### config.mk
export PLATFORM = sky130hd
export DESIGN_NAME = axi_lite_reg_slave
export DESIGN_NICKNAME = d
export VERILOG_FILES = /design/src/rtl/axi_lite_pkg.sv /design/src/rtl/axi_lite_regfile.sv /design/src/rtl/axi_lite_reg_slave.sv
export SDC_FILE = /design/constraint.sdc
export NUM_CORES = 2
export LEC_CHECK = 0
export CAP_MARGIN = 20
export CORE_MARGIN = 2
export CORE_UTILIZATION = 49
export CTS_CLUSTER_DIAMETER = 60
export CTS_CLUSTER_SIZE = 20
export DETAILED_ROUTE_END_ITERATION = 8
export DONT_BUFFER_PORTS = 1
export SLEW_MARGIN = 10
export SYNTH_ARGS = -nofsm -noshare
export SYNTH_HDL_FRONTEND = slang
export SYNTH_SLANG_ARGS = --single-unit
### constraint.sdc
create_clock -name aclk -period 48.3 [get_ports aclk]
set_input_delay 0 -clock aclk [delete_from_list [all_inputs] [get_ports aclk]]
set_output_delay 0 -clock aclk [all_outputs]
set_load 0.01 [all_outputs]
### src/rtl/axi_lite_pkg.sv
// axi_lite_pkg: response codes, write/read FSM states and data width shared by the AXI-Lite register slave
package axi_lite_pkg;
    localparam int AXI_DATA_W = 32;
    typedef logic [1:0] resp_t;
    localparam resp_t RESP_OKAY   = 2'b00;
    localparam resp_t RESP_SLVERR = 2'b10;
    typedef enum logic [1:0] {W_IDLE, W_GOT_ADDR, W_GOT_DATA, W_RESP} w_state_e;
    typedef enum logic {R_IDLE, R_DATA} r_state_e;
endpackage

### src/rtl/axi_lite_regfile.sv
// axi_lite_regfile: NUM_REGS x 32-bit registers, one byte-enabled write port, one asynchronous read port
module axi_lite_regfile import axi_lite_pkg::*; #(
    parameter int NUM_REGS = 16,
    parameter int IDX_W    = 6
) (
    input  logic                  clk,
    input  logic                  rst,
    input  logic                  we,
    input  logic [IDX_W-1:0]      widx,
    input  logic [AXI_DATA_W-1:0] wdata,
    input  logic [3:0]            wstrb,
    input  logic [IDX_W-1:0]      ridx,
    output logic [AXI_DATA_W-1:0] rdata
);
    logic [AXI_DATA_W-1:0] regs_q [NUM_REGS];
    logic [AXI_DATA_W-1:0] regs_d [NUM_REGS];

    always_comb begin
        regs_d = regs_q;
        for (int i = 0; i < NUM_REGS; i++)
            for (int b = 0; b < 4; b++)
                if (we && wstrb[b] && widx == IDX_W'(i)) regs_d[i][8*b +: 8] = wdata[8*b +: 8];
    end

    // unmatched indices read as zero
    always_comb begin
        rdata = '0;
        for (int i = 0; i < NUM_REGS; i++)
            if (ridx == IDX_W'(i)) rdata = regs_q[i];
    end

    always_ff @(posedge clk or posedge rst)
        if (rst) regs_q <= '{default: '0};
        else     regs_q <= regs_d;
endmodule

### src/rtl/axi_lite_reg_slave.sv
// axi_lite_reg_slave: AXI4-Lite slave over NUM_REGS 32-bit registers with independent read/write FSMs.
// Define AXI_SLV_ERR_RESP_EN to answer out-of-range accesses with SLVERR instead of OKAY.
module axi_lite_reg_slave import axi_lite_pkg::*; #(
    parameter int ADDR_WIDTH = 8,
    parameter int DATA_WIDTH = 32,
    parameter int NUM_REGS   = 16
) (
    input  logic                  aclk,
    input  logic                  areset,
    input  logic [ADDR_WIDTH-1:0] awaddr,
    input  logic                  awvalid,
    output logic                  awready,
    input  logic [DATA_WIDTH-1:0] wdata,
    input  logic [3:0]            wstrb,
    input  logic                  wvalid,
    output logic                  wready,
    output logic [1:0]            bresp,
    output logic                  bvalid,
    input  logic                  bready,
    input  logic [ADDR_WIDTH-1:0] araddr,
    input  logic                  arvalid,
    output logic                  arready,
    output logic [DATA_WIDTH-1:0] rdata,
    output logic [1:0]            rresp,
    output logic                  rvalid,
    input  logic                  rready
);
    localparam int IW = ADDR_WIDTH - 2;
`ifdef AXI_SLV_ERR_RESP_EN
    localparam resp_t OOR_RESP = RESP_SLVERR;
`else
    localparam resp_t OOR_RESP = RESP_OKAY;
`endif

    w_state_e              w_q, w_d;
    r_state_e              r_q, r_d;
    logic                  rdy_q, rdy_d;
    logic [IW-1:0]         waddr_q, waddr_d, c_idx, r_idx;
    logic [DATA_WIDTH-1:0] wdat_q, wdat_d, c_data, rf_rdata, rdata_q, rdata_d;
    logic [3:0]            wstrb_q, wstrb_d, c_strb;
    resp_t                 bresp_q, bresp_d, rresp_q, rresp_d;
    logic                  aw_hs, w_hs, ar_hs, commit, c_ok, r_ok, unused_addr_bits;

    // rdy_q holds all readies low until the first edge after reset release
    assign awready = rdy_q && (w_q == W_IDLE || w_q == W_GOT_DATA);
    assign wready  = rdy_q && (w_q == W_IDLE || w_q == W_GOT_ADDR);
    assign arready = rdy_q && r_q == R_IDLE;
    assign bvalid  = w_q == W_RESP;
    assign rvalid  = r_q == R_DATA;
    assign bresp   = bresp_q;
    assign rresp   = rresp_q;
    assign rdata   = rdata_q;
    assign unused_addr_bits = ^{awaddr[1:0], araddr[1:0]};

    always_comb begin
        rdy_d   = 1'b1;
        aw_hs   = awvalid && awready;
        w_hs    = wvalid && wready;
        ar_hs   = arvalid && arready;
        c_idx   = (w_q == W_GOT_ADDR) ? waddr_q : awaddr[ADDR_WIDTH-1:2];
        c_data  = (w_q == W_GOT_DATA) ? wdat_q : wdata;
        c_strb  = (w_q == W_GOT_DATA) ? wstrb_q : wstrb;
        c_ok    = 32'(c_idx) < NUM_REGS;
        commit  = (aw_hs || w_q == W_GOT_ADDR) && (w_hs || w_q == W_GOT_DATA);
        waddr_d = aw_hs ? awaddr[ADDR_WIDTH-1:2] : waddr_q;
        wdat_d  = w_hs ? wdata : wdat_q;
        wstrb_d = w_hs ? wstrb : wstrb_q;
        bresp_d = commit ? (c_ok ? RESP_OKAY : OOR_RESP) : bresp_q;
        w_d     = commit                       ? W_RESP     :
                  (w_q == W_IDLE && aw_hs)     ? W_GOT_ADDR :
                  (w_q == W_IDLE && w_hs)      ? W_GOT_DATA :
                  (w_q == W_RESP && bready)    ? W_IDLE     : w_q;
        r_idx   = araddr[ADDR_WIDTH-1:2];
        r_ok    = 32'(r_idx) < NUM_REGS;
        rdata_d = ar_hs ? (r_ok ? rf_rdata : '0) : rdata_q;
        rresp_d = ar_hs ? (r_ok ? RESP_OKAY : OOR_RESP) : rresp_q;
        r_d     = ar_hs ? R_DATA : (r_q == R_DATA && rready) ? R_IDLE : r_q;
    end

    axi_lite_regfile #(.NUM_REGS(NUM_REGS), .IDX_W(IW)) u_regs (
        .clk   (aclk),
        .rst   (areset),
        .we    (commit && c_ok),
        .widx  (c_idx),
        .wdata (c_data),
        .wstrb (c_strb),
        .ridx  (r_idx),
        .rdata (rf_rdata)
    );

    always_ff @(posedge aclk or posedge areset)
        if (areset) begin
            w_q     <= W_IDLE;
            r_q     <= R_IDLE;
            rdy_q   <= 1'b0;
            waddr_q <= '0;
            wdat_q  <= '0;
            wstrb_q <= '0;
            bresp_q <= RESP_OKAY;
            rresp_q <= RESP_OKAY;
            rdata_q <= '0;
        end else begin
            w_q     <= w_d;
            r_q     <= r_d;
            rdy_q   <= rdy_d;
            waddr_q <= waddr_d;
            wdat_q  <= wdat_d;
            wstrb_q <= wstrb_d;
            bresp_q <= bresp_d;
            rresp_q <= rresp_d;
            rdata_q <= rdata_d;
        end
endmodule

==> impl_metrics.ini <==
[detailed_routing]
wl_per_cell_um = 28.6
drtAntennaViolNets = 0
vias = 18400
finalWirelength_mm = 83.5
drt_iter0_drc = 1865
drt-pass1-iter-count = 7
drcViolationCount = 0
vias_per_cell = 6.30

[timing]
finalCritPeriodShare = 0.0777
fin_skew_ns = 0.0175
setup_ws_ns = 44.55
min_period_ns = 3.75
maxSlewViolCount = 0
hold_violations = 0
grt_setup_unrepaired = false
clock.fmax_mhz = 266
slew_headroom = 0.217
finalSetupTns_ns = 0
setup_viol = 0
tightest_slew_ns = 1.17

[power_and_ir_drop]
p_per_area_nw_per_um2 = 38.6
p_leak_uw = 0.0145
irDropWorstVdd_mv = 0.0323

[global_routing]
grt_usage = 0.292
grt_first_pass_wirelength_mm = 123
antenna_found_initial = 2
overflow = 0
grt_pass1_vias = 18600
grt_max_degree = 189

[placed_design]
place_ws_ns = 44.60
dpl-instance-area_um2 = 28200
numPortBuffers = 0
dp_hpwl_mm = 49.8
gp_congestion = 0.852

[flow_run]
max-cap-violations = 0

[synthesis]
synth.cell_area_um2 = 27500
synth_cell_types = 62
avgSynthCellArea_um2 = 12.9
synth_edf_count = 0
synthCells = 2135
ys_ff_latch = 590
async_flop_share = 1.00
yosys_warnings = 0
ys_seq_area_frac = 0.537
synth_ff_type = dfrtp_1

[setup_path]
critPathKind = flip-flop to flip-flop
path_max_fanout = 12
crit_required_ns = 48.79
start_kind = flip-flop
arrival_ns = 4.24
worstSetupEndpointType = flip-flop

[clock_network]
cts_sinks = 590
cts_tree = done
clock-root-buffer = clkbuf_16
clk_path_buf_depth = 3
cts_setup_buffers = 0
insertion_delay_ns = 0.61
htree_levels = 2
numCtsBuffers = 45
clkTransAtPathRegs_ns = 0.08

[finish]
area_growth_pct = 10.6
drive_gt1_frac = 0.360
num-nets-final = 2197
final_area_um2 = 30400

[hold_path]
hold_path.class = primary input to async pin

[floorplanning]
die_area_um2 = 58000
die_height_um = 241
core.rowCount = 86
core_um2 = 55300
start_util = 0.497
ioPinCount = 100
die_w_um = 241

[outcome]
status = finished, final reports clean
==> cell type report <==
type / instances / area [um^2]
sequential: 590 / 14800
multi-input combinational: 1390 / 12100
timing repair buffer: 99 / 993
inverter: 12 / 52.6
clock buffer: 52 / 1230
tap: 748 / 936
fill: 4705 / 24900
clock inverter: 29 / 290
antenna: 1 / 2.50
==> cells in the final DEF, fill, tap and decap left out, types with 5 or more instances in the layout <==
| cell type | Yosys | routed |
|---|---|---|
| a211oi_1 | 12 | 12 |
| o22ai_1 | 18 | 18 |
| clkbuf_16 | 0 | 47 |
| nor2_1 | 106 | 99 |
| or3_1 | 10 | 10 |
| nor2b_1 | 9 | 8 |
| a22o_1 | 13 | 13 |
| o21ai_0 | 77 | 77 |
| a21boi_0 | 11 | 11 |
| mux2i_1 | 38 | 38 |
| mux2_4 | 64 | 64 |
| conb_1 | 2 | 5 |
| nand3_1 | 27 | 27 |
| o221ai_1 | 14 | 14 |
| mux4_2 | 24 | 24 |
| inv_8 | 0 | 8 |
| nand2b_1 | 9 | 9 |
| nor2_2 | 12 | 18 |
| o211ai_1 | 14 | 14 |
| inv_6 | 0 | 10 |
| a32oi_1 | 9 | 9 |
| dfrtp_1 | 590 | 590 |
| nand2_1 | 107 | 104 |
| mux2_2 | 539 | 539 |
| a31oi_1 | 19 | 19 |
| a22oi_1 | 60 | 60 |
| nor3_1 | 11 | 10 |
| or2_2 | 5 | 5 |
| buf_4 | 7 | 30 |
| nand4_1 | 9 | 9 |
| a21oi_1 | 90 | 90 |
| or4_1 | 12 | 12 |
| dlygate4sd3_1 | 0 | 63 |
| inv_1 | 12 | 11 |
| a221oi_1 | 15 | 15 |
==> worst max-delay path, cell delays in order, from the launching register on <==
cell,delay (ns)
dfrtp_1,0.50
nand2b_2,0.34
mux2i_1,0.30
or4_1,0.82
nor2_1,0.62
nand2_1,0.59
mux2_2,0.44
==> stage by stage <==
step,hold slack (ns),std cells,util,power (uW)
6_report,0.0171,2921,0.550,1170
5_1_grt,0.0187,2920,0.550,1230
4_1_cts,0.00348,2917,0.549,1180
3_5_place_dp,0.0318,2772,0.509,775
3_3_place_gp,0.0232,2772,0.509,766
2_1_floorplan,0.0857,2138,-,723
==> path summary, 6_finish.rpt <==
kind                               startpoint                 end  depth (start not counted)  slack (ns)
setup / recovery                       w_q[1]   u_regs.regs_q[83]                          6       44.55
hold reg to reg            u_regs.regs_q[470]  u_regs.regs_q[470]                          1        0.50
min in group aclk                   araddr[3]            rdata[9]                          4        0.02
setup reg to reg                       w_q[1]   u_regs.regs_q[83]                          6       44.55
max in group asynchronous              areset  u_regs.regs_q[182]                          5       46.25
hold / removal                         areset           wdat_q[5]                          2        0.02
==> cell families after synthesis <==
kind of cell           count (synthesis)  synth area share
buffers and inverters                158            0.0245
DFF                                  590             0.537
AOI/OAI and AO/OA                    379            0.0901
other                                  2          0.000273
muxes                                665             0.289
and+or+nand+nor                      341            0.0591
==> cells in the mapped netlist, drive strengths merged (3+ instances only) <==
cell type  number  area share
a221oi         15      0.0048
or3            10      0.0023
a211oi         12      0.0033
mux2          603        0.26
nor2b           9      0.0020
a222oi          4      0.0015
nand3          27      0.0049
nand4           9      0.0020
nor2          118       0.017
o22ai          18      0.0041
a22oi          60       0.016
nor4b           4      0.0015
a32oi           9      0.0029
o311ai          3     0.00096
or2             9      0.0020
o211ai         14      0.0038
nand2b         10      0.0024
mux2i          38       0.014
inv            12      0.0016
or4            12      0.0033
o21ai          77       0.014
a22o           13      0.0041
nor3           11      0.0020
mux4           24       0.020
a21boi         11      0.0030
buf            39      0.0083
a21oi          90       0.016
nor4bb          3      0.0011
nand2         107       0.015
nor3b           4      0.0011
a31oi          19      0.0043
dfrtp         590        0.54
o221ai         14      0.0045
clkbuf        107       0.015
==> where the power goes <==
part / switching, uW / internal (uW) / leakage, uW
clock: 200 / 197 / 0.000753
sequential: 29.3 / 544 / 0.00813
combinational: 123 / 80.2 / 0.00565
==> per-layer routing <==
metal  share of wire  vias to the layer above  track usage
met5         0.00019                        -            0
met1            0.42                     9639        0.397
met2            0.46                      710        0.464
li1                -                     7884            -
met4           0.039                        2        0.106
met3           0.077                      163       0.0622
==> state kept, by name (all words and copies together), names as in the netlist <==
register and cells:
waddr_q 6, rdy_q 1, rdata 32, wdat_q 32
u_regs.regs_q 512, w_q 2, rvalid 1, wstrb_q 4
==> timing repair <==
action	in CTS	in global routing
hold buffers	64	1
resized for setup	0	0
endpoints found under the hold margin	672	1
Power figures use the tool's default switching activity.
